<file path="src/rtl/gate_control_scheduler.sv">
// gate_control_scheduler
//   Walks one port's gate control list (GCL) once per scheduling cycle. Each
//   list entry holds a gate vector and an interval in clock cycles. The entry
//   after the current one is read ahead of time from the external GCL RAM.
//   This lets every gate change land on an exact clock boundary.
//
// State table
//   state        | meaning
//   S_IDLE       | not scheduling; gates forced open
//   S_FIRST_RD   | read of entry 0 on the RAM port
//   S_FIRST_WAIT | entry 0 data on rdata; apply it, prefetch entry 1
//   S_RUN        | entry applied, interval counter running down
//   S_HOLD       | list finished; last gate vector held until next start
//
// Ports
//   i_clk, i_rst      clock, synchronous active-high reset
//   i_gate_enable     0 forces gates open and ignores cycle starts
//   iv_entry_num      list length, sampled on an accepted cycle start
//   i_cycle_start     one-cycle pulse starting a scheduling cycle
//   o_gcl_rd          RAM read strobe
//   ov_gcl_raddr      RAM read address
//   iv_gcl_rdata      RAM data {gate_state, interval}, 1 cycle after o_gcl_rd
//   ov_gate_state     current gate vector (1 = open)
//   ov_entry_index    index of the applied entry
//   o_list_done       pulse in the first HOLD cycle
//   o_cycle_overrun   pulse when a start aborts an unfinished list
module gate_control_scheduler #(
  parameter int GATE_NUM       = 8,
  parameter int ADDR_WIDTH     = 5,
  parameter int INTERVAL_WIDTH = 24
) (
  input  logic                               i_clk,
  input  logic                               i_rst,
  input  logic                               i_gate_enable,
  input  logic [ADDR_WIDTH:0]                iv_entry_num,
  input  logic                               i_cycle_start,
  output logic                               o_gcl_rd,
  output logic [ADDR_WIDTH-1:0]              ov_gcl_raddr,
  input  logic [GATE_NUM+INTERVAL_WIDTH-1:0] iv_gcl_rdata,
  output logic [GATE_NUM-1:0]                ov_gate_state,
  output logic [ADDR_WIDTH-1:0]              ov_entry_index,
  output logic                               o_list_done,
  output logic                               o_cycle_overrun
);

  localparam int DW = GATE_NUM + INTERVAL_WIDTH;
  localparam int NW = ADDR_WIDTH + 1;

  typedef enum logic [2:0] {
    S_IDLE, S_FIRST_RD, S_FIRST_WAIT, S_RUN, S_HOLD
  } state_t;

  state_t                    state_q, state_n;
  logic [GATE_NUM-1:0]       gate_q, gate_n;
  logic [INTERVAL_WIDTH-1:0] cnt_q, cnt_n;
  logic [ADDR_WIDTH-1:0]     idx_q, idx_n;
  logic [ADDR_WIDTH-1:0]     raddr_q, raddr_n;
  logic [NW-1:0]             num_q, num_n;
  logic [DW-1:0]             shadow_q, shadow_n;
  logic                      shadow_vld_q, shadow_vld_n;
  logic                      rd_q, rd_n;
  logic                      rvalid_q, rvalid_n;
  logic                      done_q, done_n;
  logic                      ovr_q, ovr_n;

  logic                      start_acc, start_zero;
  logic                      expire, is_last;
  logic [NW-1:0]             idx_ext;
  logic [DW-1:0]             apply_data;

  // Intervals below 2 leave no room for the prefetch, so they are clamped to 2.
  function automatic logic [INTERVAL_WIDTH-1:0] load_cnt(input logic [DW-1:0] e);
    logic [INTERVAL_WIDTH-1:0] iv;
    iv = e[INTERVAL_WIDTH-1:0];
    return (iv[INTERVAL_WIDTH-1:1] == '0) ? INTERVAL_WIDTH'(2) : iv;
  endfunction

  assign start_acc  = i_cycle_start && i_gate_enable && (iv_entry_num != '0);
  assign start_zero = i_cycle_start && i_gate_enable && (iv_entry_num == '0);
  assign idx_ext    = {1'b0, idx_q};
  assign is_last    = (idx_ext + NW'(1)) == num_q;
  assign expire     = (state_q == S_RUN) && (cnt_q == INTERVAL_WIDTH'(1));
  // Data arriving on the expiry cycle bypasses the shadow register.
  assign apply_data = rvalid_q ? iv_gcl_rdata : shadow_q;

  always_comb begin
    state_n      = state_q;
    gate_n       = gate_q;
    cnt_n        = cnt_q;
    idx_n        = idx_q;
    raddr_n      = raddr_q;
    num_n        = num_q;
    shadow_n     = shadow_q;
    shadow_vld_n = shadow_vld_q;
    rd_n         = 1'b0;
    rvalid_n     = rd_q;
    done_n       = 1'b0;
    ovr_n        = 1'b0;

    if (!i_gate_enable) begin
      state_n      = S_IDLE;
      gate_n       = '1;
      idx_n        = '0;
      shadow_vld_n = 1'b0;
      rvalid_n     = 1'b0;
    end else begin
      case (state_q)
        S_FIRST_RD: state_n = S_FIRST_WAIT;
        S_FIRST_WAIT: begin
          gate_n       = iv_gcl_rdata[DW-1:INTERVAL_WIDTH];
          cnt_n        = load_cnt(iv_gcl_rdata);
          idx_n        = '0;
          shadow_vld_n = 1'b0;
          state_n      = S_RUN;
          if (num_q > NW'(1)) begin
            rd_n    = 1'b1;
            raddr_n = ADDR_WIDTH'(1);
          end
        end
        S_RUN: begin
          cnt_n = cnt_q - INTERVAL_WIDTH'(1);
          if (expire) begin
            if (is_last) begin
              state_n = S_HOLD;
              done_n  = 1'b1;
            end else begin
              gate_n       = apply_data[DW-1:INTERVAL_WIDTH];
              cnt_n        = load_cnt(apply_data);
              idx_n        = idx_q + ADDR_WIDTH'(1);
              shadow_vld_n = 1'b0;
              if ((idx_ext + NW'(2)) < num_q) begin
                rd_n    = 1'b1;
                raddr_n = idx_q + ADDR_WIDTH'(2);
              end
            end
          end else if (rvalid_q) begin
            shadow_n     = iv_gcl_rdata;
            shadow_vld_n = 1'b1;
          end
        end
        default: ;
      endcase

      if (start_zero) begin
        state_n      = S_IDLE;
        gate_n       = '1;
        idx_n        = '0;
        shadow_vld_n = 1'b0;
        rd_n         = 1'b0;
      end else if (start_acc) begin
        // A start on the last entry's expiry counts as a clean finish.
        ovr_n        = (state_q inside {S_FIRST_RD, S_FIRST_WAIT, S_RUN}) &&
                       !(expire && is_last);
        state_n      = S_FIRST_RD;
        gate_n       = gate_q;
        idx_n        = idx_q;
        rd_n         = 1'b1;
        raddr_n      = '0;
        num_n        = iv_entry_num;
        shadow_vld_n = 1'b0;
      end
    end
  end

  always_ff @(posedge i_clk) begin
    if (i_rst) begin
      state_q      <= S_IDLE;
      gate_q       <= '1;
      cnt_q        <= '0;
      idx_q        <= '0;
      raddr_q      <= '0;
      num_q        <= '0;
      shadow_q     <= '0;
      shadow_vld_q <= 1'b0;
      rd_q         <= 1'b0;
      rvalid_q     <= 1'b0;
      done_q       <= 1'b0;
      ovr_q        <= 1'b0;
    end else begin
      state_q      <= state_n;
      gate_q       <= gate_n;
      cnt_q        <= cnt_n;
      idx_q        <= idx_n;
      raddr_q      <= raddr_n;
      num_q        <= num_n;
      shadow_q     <= shadow_n;
      shadow_vld_q <= shadow_vld_n;
      rd_q         <= rd_n;
      rvalid_q     <= rvalid_n;
      done_q       <= done_n;
      ovr_q        <= ovr_n;
    end
  end

  assign o_gcl_rd        = rd_q;
  assign ov_gcl_raddr    = raddr_q;
  assign ov_gate_state   = gate_q;
  assign ov_entry_index  = idx_q;
  assign o_list_done     = done_q;
  assign o_cycle_overrun = ovr_q;

endmodule

</file>
<file path="config.mk">
export PLATFORM = sky130hd
export DESIGN_NAME = gate_control_scheduler
export DESIGN_NICKNAME = d
export VERILOG_FILES = /design/src/rtl/gate_control_scheduler.sv
export SDC_FILE = /design/constraint.sdc
export NUM_CORES = 1
export LEC_CHECK = 0
export ABC_AREA = 1
export CAP_MARGIN = 20
export CORE_UTILIZATION = 35
export DETAILED_ROUTE_END_ITERATION = 6
export PLACE_DENSITY = 0.58
export SYNTH_ARGS = -nofsm -noshare
export SYNTH_HDL_FRONTEND = slang
export SYNTH_SLANG_ARGS = --single-unit
</file>
<file path="constraint.sdc">
create_clock -name i_clk -period 7.03 [get_ports i_clk]
set_clock_uncertainty 0.2 [all_clocks]
set_input_delay 0.703 -clock i_clk [delete_from_list [all_inputs] [get_ports i_clk]]
set_output_delay 0.703 -clock i_clk [all_outputs]
set_load 0.1 [all_outputs]
</file>
==> flow_summary.json, run 1 <==
{
  "status": "completed",
  "setup_viol": 0,
  "relSlewSlack_pct": 31.2,
  "r2r_end": "ov_gate_state[2]",
  "die_h_um": 127,
  "worst_slew_pin_slew_ns": 1.03,
  "maxCapViolCount": 0,
  "cp_num_cells": 1,
  "top_layer": "met4",
  "synth.area.top_cells": "dfxtp_1, nand2_1, a21oi_1",
  "cp_max_fo": 10,
  "rsz0062_at_grt": "no",
  "numCtsBuffers": 9,
  "setup_tns_ns": 0,
  "first_iter_violations": 424,
  "synth_nets": 908,
  "yosys_most_used_dff": "dfxtp_1",
  "seq_power_share_pct": 47.0,
  "place_congestion": 0.883,
  "wl_mm": 15.9,
  "crit_chain": "clkdlybuf4s50_1",
  "leakage_nw": 2.72,
  "fin_hold_ws_ns": 0.250,
  "p_comb_share_pct": 11.1,
  "setup_slack_ns": 3.99,
  "wl_per_cell_um": 14.7,
  "postCtsSetupBuffers": 0,
  "swShare_pct": 25.9,
  "drive_gt1_share_pct": 5.80,
  "p_switching_mw": 0.277,
  "yosys_warnings": 0,
  "postSynthAreaPerCell_um2": 6.35,
  "post-route-min-period_ns": 3.04,
  "synth-edff-count": 0,
  "critPathMaxStageDelay_ns": 1.22,
  "io_pins": 63,
  "dr_wl_met3_um": 670,
  "n_antenna_cell": 0,
  "path_clk_slew_ns": 0.06,
  "synth_async_sr_flop_share_pct": 0,
  "antenna_found_initial": 0,
  "hold_class": "reg -> reg",
  "ys_ff_latch": 87,
  "drv_slew": 0,
  "crit_buf_inv": 1,
  "port_buffers": 62,
  "grt_pass1_wl_mm": 25.9,
  "critPathCaptureType": "output port",
  "cts_max_path_buffers": 2,
  "first_global_vias": 4871,
  "die_area_mm2": 0.0160,
  "cts_sinks": 87,
  "vias": 5479,
  "arrival_ns": 2.14,
  "root_buffer": "clkbuf_16",
  "seq_area_mm2": 0.00174,
  "netlist_area_mm2": 0.00544,
  "routed-wl-met2_mm": 6.81,
  "critical-path-top-delay-family": "buffers and inverters",
  "cts_tree": "done",
  "post_cts_resized": 0,
  "cts_max_level": 3,
  "cts-hold-fix-buffers": 0,
  "critical_path.startpoint": "ov_entry_index[0]",
  "rows": 45,
  "p_clk_share_pct": 41.9,
  "reg2reg_slack_ns": 4.06,
  "dieWidth_um": 127,
  "fp.coreArea_mm2": 0.0152,
  "synthTopCellsByCount": "nand2_1, inv_1, dfxtp_1",
  "ir_drop_uv": 109,
  "required_ns": 6.13,
  "yosysMostFrequentCell": "nand2_1",
  "crit_path_end": "ov_entry_index[0]",
  "wl_met1_mm": 8.24,
  "grt_start_max_net_pins": 63,
  "crit_path_start_kind": "flop",
  "synth_top_cell_area_share_pct": 32.0,
  "num-fill-cells": 1675,
  "internal-power_mw": 0.790,
  "hpwl_mm": 11.7,
  "rr_worst_depth": 12,
  "syn_to_final_growth_pct": 16.8,
  "cp_slowest_cell": "clkdlybuf4s50_1",
  "fmax_ghz": 0.329,
  "gr-usage-all-layers_pct": 20.5,
  "power.density_mw_per_mm2": 168,
  "clkLatencyLatePin_ns": 0.35,
  "dp_slack_ns": 3.91,
  "ant_nets": 0,
  "start_util_pct": 35.8,
  "multi_input_area_mm2": 0.00305,
  "grt-ovfl-total": 0,
  "drc_errors": 0,
  "crit_type": "reg -> out",
  "drtPass1Iterations": 5,
  "finalCritPeriodShare_pct": 43.2,
  "synth-seq-area-share_pct": 32.0,
  "finalHoldViolCount": 0,
  "post-route-util_pct": 41.8,
  "ys_types": 36,
  "yosys.area.top_type": "dfxtp_1",
  "syn_inst": 856,
  "final_nets": 944,
  "routed_via_density": 5.05,
  "r2r-start": "ov_entry_index[2]"
}
[power by group through the flow]
stage / sequential [mW] / clock (mW) / combinational [mW]
global placement: 0.512 / 0 / 0.117
global route: 0.502 / 0.480 / 0.131
detailed placement: 0.512 / 0 / 0.116
CTS: 0.501 / 0.461 / 0.117
floorplan: 0.514 / 0 / 0.0665
finish: 0.501 / 0.447 / 0.118
[flip-flops by register name, summed over array words and instances (netlist names)]
| name | count |
|---|---|
| cnt_q | 24 |
| num_q | 6 |
| o_cycle_overrun | 1 |
| o_gcl_rd | 1 |
| o_list_done | 1 |
| ov_entry_index | 5 |
| ov_gate_state | 8 |
| ov_gcl_raddr | 5 |
| rvalid_q | 1 |
| shadow_q | 32 |
| state_q | 3 |
[routing by layer]
layer  vias up  global-route usage [%]
met3        11                    4.13
met4         0                    4.83
met5         -                       0
met1      2508                    30.0
met2       116                    30.5
li1       2844                       -
[kinds of logic (layout without fill, tap and decap cells)]
kind of cell	count (synthesis)	in the layout	share of synthesized area, %
muxes	2	2	0.368
buffers and inverters	151	191	11.8
xor gates and xnor gates	19	19	3.06
DFF	87	87	32.0
and+or+nand+nor	409	409	33.2
AOI/OAI and AO/OA	178	178	17.2
adders and majority gates	10	10	2.30
[how the worst min path moves through the flow]
| stage | startpoint | to | slack, ns | cells past startpoint |
|---|---|---|---|---|
| floorplan | shadow_q[25] | shadow_q[25] | 0.22 | 2 |
| global placement | shadow_q[19] | shadow_q[19] | 0.24 | 2 |
| detailed placement | shadow_q[26] | shadow_q[26] | 0.24 | 2 |
| CTS | shadow_q[1] | shadow_q[1] | 0.25 | 2 |
| global route | o_gcl_rd | rvalid_q | 0.26 | 2 |
| finish | shadow_q[15] | shadow_q[15] | 0.25 | 2 |
[through the flow]
step | area [µm²] | cells | power (mW)
floorplan | 5440 | 856 | 0.580
global placement | 6090 | 1069 | 0.629
detailed placement | 6090 | 1069 | 0.628
CTS | 6350 | 1084 | 1.08
global route | 6350 | 1084 | 1.11
finish | 6350 | 1084 | 1.07
[cell type report]
cell class	instances	share of cell area, %
Multi-Input combinational cell	618	48.1
Sequential cell	87	27.4
Timing Repair Buffer	64	10.0
Inverter	112	6.62
Clock buffer	12	3.88
Tap cell	188	3.70
Clock inverter	3	0.315
[placed cells by master (no fill, tap or decap), drive strengths merged, types with 4 or more instances in the layout]
cell,count
clkdlybuf4s50,62
ha,10
nand2,240
nand3,69
o21ai,78
or2,6
a21oi,85
nor2,64
clkbuf,12
xor2,17
nor4,4
o21a,5
inv,111
dfxtp,87
nor3,5
nand4,19
Power figures use the tool's default switching activity.
==> run 2, diff against run 1 <==
==> constraint.sdc (replaced) <==
create_clock -name i_clk -period 2.8 [get_ports i_clk]
set_clock_uncertainty 0.2 [all_clocks]
set_input_delay 0.28 -clock i_clk [delete_from_list [all_inputs] [get_ports i_clk]]
set_output_delay 0.28 -clock i_clk [all_outputs]
set_load 0.1 [all_outputs]
==> flow_summary.json, run 2 (synthesized netlist as in run 1, its figures left out) <==
{
  "status": "completed",
  "crit_path_end": "cnt_q[12]",
  "syn_to_final_growth_pct": 19.2,
  "setup_slack_ns": 0.283,
  "cp_max_fo": 21,
  "finalCritPeriodShare_pct": 89.9,
  "drv_slew": 0,
  "required_ns": 2.84,
  "leakage_nw": 2.86,
  "drive_gt1_share_pct": 10.6,
  "n_antenna_cell": 0,
  "layout_commonest_cell": "nand2_1",
  "cp_slowest_cell": "dfxtp_2",
  "post-route-util_pct": 42.6,
  "hpwl_mm": 12.0,
  "grt_pass1_wl_mm": 25.7,
  "dr_wl_met3_um": 810,
  "fp.coreArea_mm2": 0.0152,
  "hold_class": "reg -> reg",
  "post_cts_resized": 0,
  "routed_via_density": 4.96,
  "relSlewSlack_pct": 54.1,
  "cts_max_level": 3,
  "arrival_ns": 2.56,
  "timing.critical_path.mode_cell": "nand2_1",
  "r2r-start": "ov_entry_index[0]",
  "top_layer": "met4",
  "top_register": "shadow_q",
  "fmax_ghz": 0.397,
  "path_clk_slew_ns": 0.06,
  "wl_mm": 15.8,
  "critPathCaptureType": "flop",
  "first_global_vias": 4970,
  "die_area_mm2": 0.0160,
  "ir_drop_uv": 270,
  "start_util_pct": 35.8,
  "numCtsBuffers": 9,
  "crit_path_start_kind": "flop",
  "die_h_um": 127,
  "crit_chain": "inv_1 > ha_1 > inv_1 > nand2_1 > nor2_1 > nand3_1 > nor2_4 > nand2_4 > nand2_1 > inv_2 > nand2_1 > nand2_1 > o21bai_1 > inv_1",
  "cp_num_cells": 14,
  "grt-ovfl-total": 0,
  "crit_type": "reg -> reg",
  "largest_reg_flops": 32,
  "post-route-min-period_ns": 2.52,
  "cts-hold-fix-buffers": 0,
  "critical-path-top-delay-family": "simple AND/OR/NAND/NOR gates",
  "drc_errors": 0,
  "port_buffers": 62,
  "postCtsSetupBuffers": 0,
  "crit_buf_inv": 4,
  "final_nets": 964,
  "power.density_mw_per_mm2": 423,
  "critPathMaxStageDelay_ns": 0.45,
  "clkLatencyLatePin_ns": 0.35,
  "cts_max_path_buffers": 2,
  "wl_met1_mm": 8.10,
  "dp_slack_ns": 0.341,
  "vias": 5471,
  "first_iter_violations": 462,
  "drtPass1Iterations": 5,
  "dieWidth_um": 127,
  "critical_path.startpoint": "ov_entry_index[0]",
  "grt_start_max_net_pins": 43,
  "worst_slew_pin_slew_ns": 0.688,
  "io_pins": 63,
  "cts_sinks": 87,
  "place_congestion": 0.880,
  "routed-wl-met2_mm": 6.57,
  "num-fill-cells": 1629,
  "finalHoldViolCount": 0,
  "reg2reg_slack_ns": 0.28,
  "rows": 45,
  "ant_nets": 0,
  "gr-usage-all-layers_pct": 20.4,
  "wl_per_cell_um": 14.3,
  "antenna_found_initial": 0,
  "setup_viol": 0,
  "final_cell_mix": "nand2_1, inv_1, a21oi_1",
  "cts_tree": "done",
  "root_buffer": "clkbuf_16",
  "r2r_end": "cnt_q[12]",
  "rsz0062_at_grt": "no",
  "rr_worst_depth": 14,
  "maxCapViolCount": 0
}
==> run 2: changes by cell type in the layout (fill, tap and decap cells not counted), sizes merged <==
cell / before / now
clkbuf: 12 / 11
clkinv: 2 / 3
buf: 2 / 43
clkdlybuf4s50: 62 / 41
clkinvlp: 2 / 1
bufinv: 0 / 1
==> run 2: routing by layer <==
metal	vias up	global-route usage, %
li1	2884	-
met1	2425	29.9
met2	140	29.7
met3	22	3.08
met4	0	8.12
met5	-	0
==> run 2: worst min path at each step <==
stage / startpoint / depth (start not counted) / slack [ns] / endpoint
floorplan: shadow_q[25] / 2 / 0.22 / shadow_q[25]
global placement: shadow_q[19] / 2 / 0.23 / shadow_q[19]
detailed placement: shadow_q[19] / 2 / 0.24 / shadow_q[19]
CTS: shadow_q[19] / 2 / 0.25 / shadow_q[19]
global route: shadow_q[2] / 2 / 0.27 / shadow_q[2]
finish: shadow_q[16] / 2 / 0.24 / shadow_q[16]
==> run 2: where the power goes <==
| group | internal [mW] | switching [mW] |
|---|---|---|
| clock network | 0.684 | 0.491 |
| registers | 1.25 | 0.00919 |
| logic | 0.124 | 0.184 |
| total | 2.06 | 0.684 |
==> run 2: area by class of cell <==
type / count / area (µm²) / area share [%]
multi-input cells: 618 / 3050 / 47.1
flip-flops and latches: 87 / 1750 / 27.0
repair buffers: 84 / 746 / 11.5
inverters: 112 / 420 / 6.49
well taps: 188 / 235 / 3.63
clock buffers: 11 / 233 / 3.59
clock inverters: 4 / 47.5 / 0.733
==> run 2: worst min-delay path, stage by stage, from the launching register on <==
cell     delay (ns)
dfxtp_1        0.29
inv_1          0.05
a21oi_1        0.05
==> run 2: stage by stage <==
step | hold WS, ns | cell area, µm² | power [mW] | setup TNS (ns) | std cells
after floorplan | 0.224 | 5440 | 1.46 | -0.00387 | 856
after detailed placement | 0.239 | 6200 | 1.59 | 0 | 1089
after global placement | 0.234 | 6200 | 1.59 | 0 | 1089
final | 0.245 | 6480 | 2.74 | 0 | 1104
after CTS | 0.248 | 6480 | 2.76 | 0 | 1104
after global routing | 0.266 | 6480 | 2.84 | 0 | 1104
